`config.mk`:
```
export PLATFORM = sky130hd
export DESIGN_NAME = mips_multicycle_control
export DESIGN_NICKNAME = d
export VERILOG_FILES = /design/src/rtl/mips_multicycle_control.sv
export SDC_FILE = /design/constraint.sdc
export NUM_CORES = 1
export LEC_CHECK = 0
export ABC_AREA = 1
export BUFFER_PORTS_ARGS = -buffer_cell sky130_fd_sc_hd__buf_2
export CAP_MARGIN = 20
export CORE_MARGIN = 3
export CORE_UTILIZATION = 30
export CTS_CLUSTER_SIZE = 12
export DETAILED_ROUTE_END_ITERATION = 10
export GPL_TIMING_DRIVEN = 1
export PLACE_DENSITY = 0.48
export SYNTH_ARGS = -nofsm -noshare
export SYNTH_HDL_FRONTEND = slang
export SYNTH_SLANG_ARGS = --single-unit
```
`constraint.sdc`:
```
create_clock -name clk -period 3.1 [get_ports clk]
set_input_delay 0.155 -clock clk [delete_from_list [all_inputs] [get_ports clk]]
set_output_delay 0.155 -clock clk [all_outputs]
set_load 0.03 [all_outputs]
```
`src/rtl/mips_multicycle_control.sv`:
```
// Multicycle MIPS control FSM: sequences the shared-memory datapath,
// stalls on mem_ready, halts on illegal opcodes, counts retirements.
module mips_multicycle_control #(
  parameter int COUNT_W = 32
) (
  input  logic               clk,
  input  logic               reset,
  input  logic [5:0]         Op,
  input  logic               mem_ready,
  output logic               PCWrite,
  output logic               PCWriteCond,
  output logic               IorD,
  output logic               MemRead,
  output logic               MemWrite,
  output logic               IRWrite,
  output logic               MemToReg,
  output logic               RegDst,
  output logic               RegWrite,
  output logic               ALUSrcA,
  output logic [1:0]         ALUSrcB,
  output logic [1:0]         ALUOp,
  output logic [1:0]         PCSource,
  output logic [3:0]         state,
  output logic               halted,
  output logic [COUNT_W-1:0] instr_count
);

  localparam logic [5:0] OP_R    = 6'b000000;
  localparam logic [5:0] OP_LW   = 6'b100011;
  localparam logic [5:0] OP_SW   = 6'b101011;
  localparam logic [5:0] OP_BEQ  = 6'b000100;
  localparam logic [5:0] OP_J    = 6'b000010;
  localparam logic [5:0] OP_ADDI = 6'b001000;

  typedef enum logic [3:0] {
    IDLE     = 4'd0,
    FETCH    = 4'd1,
    DECODE   = 4'd2,
    MEM_ADDR = 4'd3,
    MEM_RD   = 4'd4,
    MEM_WB   = 4'd5,
    MEM_WR   = 4'd6,
    EXEC     = 4'd7,
    R_WB     = 4'd8,
    BRANCH   = 4'd9,
    JUMP     = 4'd10,
    ADDI_EX  = 4'd11,
    ADDI_WB  = 4'd12,
    HALT     = 4'd13
  } state_t;

  state_t cur, nxt;
  logic   retire;

  always_comb begin
    nxt    = cur;
    retire = 1'b0;
    unique case (cur)
      IDLE:     nxt = FETCH;
      FETCH:    nxt = mem_ready ? DECODE : FETCH;
      DECODE: begin
        unique case (Op)
          OP_LW, OP_SW: nxt = MEM_ADDR;
          OP_R:         nxt = EXEC;
          OP_BEQ:       nxt = BRANCH;
          OP_J:         nxt = JUMP;
          OP_ADDI:      nxt = ADDI_EX;
          default:      nxt = HALT;
        endcase
      end
      MEM_ADDR: nxt = (Op == OP_SW) ? MEM_WR : MEM_RD;
      MEM_RD:   nxt = mem_ready ? MEM_WB : MEM_RD;
      MEM_WR: begin
        nxt    = mem_ready ? FETCH : MEM_WR;
        retire = mem_ready;
      end
      EXEC:     nxt = R_WB;
      ADDI_EX:  nxt = ADDI_WB;
      MEM_WB, R_WB, BRANCH, JUMP, ADDI_WB: begin
        nxt    = FETCH;
        retire = 1'b1;
      end
      default:  nxt = HALT;
    endcase
  end

  always_ff @(posedge clk or posedge reset) begin
    if (reset) begin
      cur         <= IDLE;
      instr_count <= '0;
    end else begin
      cur <= nxt;
      if (retire)
        instr_count <= instr_count + {{(COUNT_W-1){1'b0}}, 1'b1};
    end
  end

  assign state = cur;

  always_comb begin
    PCWrite     = 1'b0;
    PCWriteCond = 1'b0;
    IorD        = 1'b0;
    MemRead     = 1'b0;
    MemWrite    = 1'b0;
    IRWrite     = 1'b0;
    MemToReg    = 1'b0;
    RegDst      = 1'b0;
    RegWrite    = 1'b0;
    ALUSrcA     = 1'b0;
    ALUSrcB     = 2'b00;
    ALUOp       = 2'b00;
    PCSource    = 2'b00;
    halted      = 1'b0;
    unique case (cur)
      IDLE: ;
      FETCH: begin
        MemRead = 1'b1;
        ALUSrcB = 2'b01;
        IRWrite = mem_ready;
        PCWrite = mem_ready;
      end
      DECODE:   ALUSrcB = 2'b11;
      MEM_ADDR, ADDI_EX: begin
        ALUSrcA = 1'b1;
        ALUSrcB = 2'b10;
      end
      MEM_RD: begin
        MemRead = 1'b1;
        IorD    = 1'b1;
      end
      MEM_WB: begin
        RegWrite = 1'b1;
        MemToReg = 1'b1;
      end
      MEM_WR: begin
        MemWrite = 1'b1;
        IorD     = 1'b1;
      end
      EXEC: begin
        ALUSrcA = 1'b1;
        ALUOp   = 2'b10;
      end
      R_WB: begin
        RegWrite = 1'b1;
        RegDst   = 1'b1;
      end
      BRANCH: begin
        ALUSrcA     = 1'b1;
        ALUOp       = 2'b01;
        PCWriteCond = 1'b1;
        PCSource    = 2'b01;
      end
      JUMP: begin
        PCWrite  = 1'b1;
        PCSource = 2'b10;
      end
      ADDI_WB:  RegWrite = 1'b1;
      default:  halted = 1'b1;
    endcase
  end

endmodule

```
==> impl_metrics.env <==
export IMPL_wl_um=7200
export IMPL_critPathMaxFanout=25
export IMPL_dp_cells=586
export IMPL_yosysSeqAreaShare_pct=35.2
export IMPL_fin_ws_ns=1.08
export IMPL_die_w_um=98.4
export IMPL_avgSynthCellArea_um2=6.01
export IMPL_dpl_worst_slack_ns=1.07
export IMPL_critical_path_class="flip-flop to flip-flop"
export IMPL_setup_viol=0
export IMPL_slew_headroom_pct=53.3
export IMPL_ys_seq_elements=36
export IMPL_fin_crit_ns=2.02
export IMPL_ant_nets=0
export IMPL_grt_max_degree=26
export IMPL_grt_pass1_wl_um=12100
export IMPL_fin_nets=499
export IMPL_utilization_pct=36.9
export IMPL_timing_hold_ws_ns=0.229
export IMPL_synth_top_family_by_area="simple AND/OR/NAND/NOR gates"
export IMPL_final_common_cell="nand2_1"
export IMPL_hold_class="primary input to flip-flop"
export IMPL_first_pass_iters=5
export IMPL_clkSinkCount=36
export IMPL_synthAdderAreaFrac_pct=0.489
export IMPL_met2_length_um=3250
export IMPL_yosys_warnings=0
export IMPL_synthCells=426
export IMPL_synth_xor_area_share_pct=2.74
export IMPL_vias=2724
export IMPL_vias_per_cell=4.59
export IMPL_crit_path_start_kind="flip-flop"
export IMPL_die_area_mm2=0.00968
export IMPL_hold_viol_final=0
export IMPL_avgRoutedWirePerCell_um=12.1
export IMPL_grt_pass1_vias=2506
export IMPL_clock_root_buffer="clkbuf_8"
export IMPL_num_io_pins=62
export IMPL_start_util_pct=31.0
export IMPL_antenna_found_initial=0
export IMPL_dp_final_hpwl_um=5730
export IMPL_top_layer="met4"
export IMPL_synthMuxAreaShare_pct=0
export IMPL_drv_cap=0
export IMPL_crit_required_ns=3.27
export IMPL_finClkSkew_ns=0.00482
export IMPL_drt_iter0_drc=126
export IMPL_worstMarginPinSlew_ns=0.700
export IMPL_numCtsBuffers=5
export IMPL_cts_tree="built"
export IMPL_antenna_cells=0
export IMPL_slowest_delay_ns=0.48
export IMPL_instances_no_fill=594
export IMPL_status="completed"
export IMPL_endpoint_kind="flip-flop"
export IMPL_leakagePower_nw=1.58
export IMPL_synth_area_mm2=0.00256
export IMPL_ir_drop_uv=123
export IMPL_clock_path_buffers=2
export IMPL_yosys_area_share_simple_pct=48.4
export IMPL_placeableCoreArea_mm2=0.00826
export IMPL_rows=33
export IMPL_tns_ns=0
export IMPL_fp_dieH_um=98.4
export IMPL_clk_latency_ns=0.29
export IMPL_clk_pin_slew_worst_paths_ns=0.08
export IMPL_postSynthNetCount=436
export IMPL_post_cts_resize_count=0
export IMPL_worstPathArrival_ns=2.19
export IMPL_fin_crit_sh_pct=65.0
export IMPL_htreeDepth=2
export IMPL_portBuffers=61
export IMPL_drc_errors=0
export IMPL_wl_met1_um=3580
export IMPL_rsz0062_at_grt="false"
export IMPL_synth_distinct_cells=22
export IMPL_grt_usage_pct=15.2
export IMPL_max_freq_mhz=496
export IMPL_synth_compound_area_share_pct=2.88
export IMPL_wl_met3_um=326
export IMPL_finalMaxSlewViolations=0
export IMPL_worstPathCellList="inv_2 -> nand2_1 -> nor2_1 -> nor2_1 -> nand3_2 -> buf_4 -> o21ai_0 -> o21ai_1"
export IMPL_crit_path_top_delay_cell="dfrtp_1"
export IMPL_area_growth_pct=19.1
export IMPL_path_common_cell="nor2_1"
export IMPL_drive_gt1_share_pct=16.4
export IMPL_gp_congestion=0.966
export IMPL_overflow=0
export IMPL_final_cell_mix="nand2_1, nor2_1, buf_2"
export IMPL_cellPowerDensity_mw_per_mm2=284
## registers in the layout, summed over array words and instances (netlist names)
signal / cells
instr_count: 32
state: 4
## Yosys cell counts (all sizes together)
| master | count | area (um2) |
|---|---|---|
| nand2 | 185 | 699 |
| nor2 | 81 | 309 |
| inv | 52 | 195 |
| dfrtp | 36 | 901 |
| nand3 | 24 | 125 |
| o21ai | 12 | 60.1 |
| buf | 8 | 68.8 |
| nand4 | 8 | 50.1 |
| xor2 | 7 | 61.3 |
| nor3 | 5 | 25.0 |
| nand3b | 4 | 30.0 |
| a211oi | 1 | 7.51 |
| a31oi | 1 | 6.26 |
| ha | 1 | 12.5 |
| xnor2 | 1 | 8.76 |
## area by class of cell
| class | instances | area, um2 |
|---|---|---|
| Fill cell | 921 | 5210 |
| Tap cell | 105 | 131 |
| Clock buffer | 7 | 96.3 |
| Multi-Input combinational cell | 330 | 1400 |
| Inverter | 52 | 195 |
| Timing Repair Buffer | 64 | 330 |
| Sequential cell | 36 | 901 |
## layer usage
metal  global-route usage, %  vias up
met1                    21.3     1237
met2                    24.1       56
met4                    4.10        0
met3                    3.00        4
met5                       0        -
li1                        -     1427
## metrics by stage
step	instance area, um2	power [mW]
6_report	3050	0.867
5_1_grt	3050	0.907
4_1_cts	3050	0.888
3_5_place_dp	2940	0.505
3_3_place_gp	2940	0.505
2_1_floorplan	2560	0.493
## critical path, delay by kind of cell, from the launching register on
family	cells	cell delay, ns
and+or+nand+nor	4	0.78
DFF	1	0.48
buffers and inverters	2	0.46
AOI/OAI and AO/OA	2	0.18
## where the power goes
group	switching (mW)	internal [mW]	leakage, nW
combinational	0.0187	0.00796	1.04
sequential	0	0.469	0.482
clock	0.173	0.198	0.0503
## cell families after synthesis
kind of cell / after synthesis
AOI/OAI and AO/OA: 14
DFF: 36
adders and majority gates: 1
xor gates and xnor gates: 8
and+or+nand+nor: 307
buffers and inverters: 60
## worst paths after layout
kind	startpoint	endpoint	slack [ns]	cells past startpoint
worst min-delay path	mem_ready	state[0]$_DFF_PP0_	0.23	4
min in group asynchronous	reset	instr_count[0]$_DFFE_PP0P_	0.52	3
worst min register to register	instr_count[31]$_DFFE_PP0P_	instr_count[31]$_DFFE_PP0P_	0.54	2
max in group asynchronous	reset	instr_count[12]$_DFFE_PP0P_	1.84	4
worst max register to register	state[0]$_DFF_PP0_	instr_count[9]$_DFFE_PP0P_	1.08	8
worst max-delay path	state[0]$_DFF_PP0_	instr_count[9]$_DFFE_PP0P_	1.08	8
## what timing repair did
action,4_1_cts,5_1_grt
hold endpoints to repair,17,0
setup buffers,0,0
hold buffers,1,0
Power figures use the tool's default switching activity.
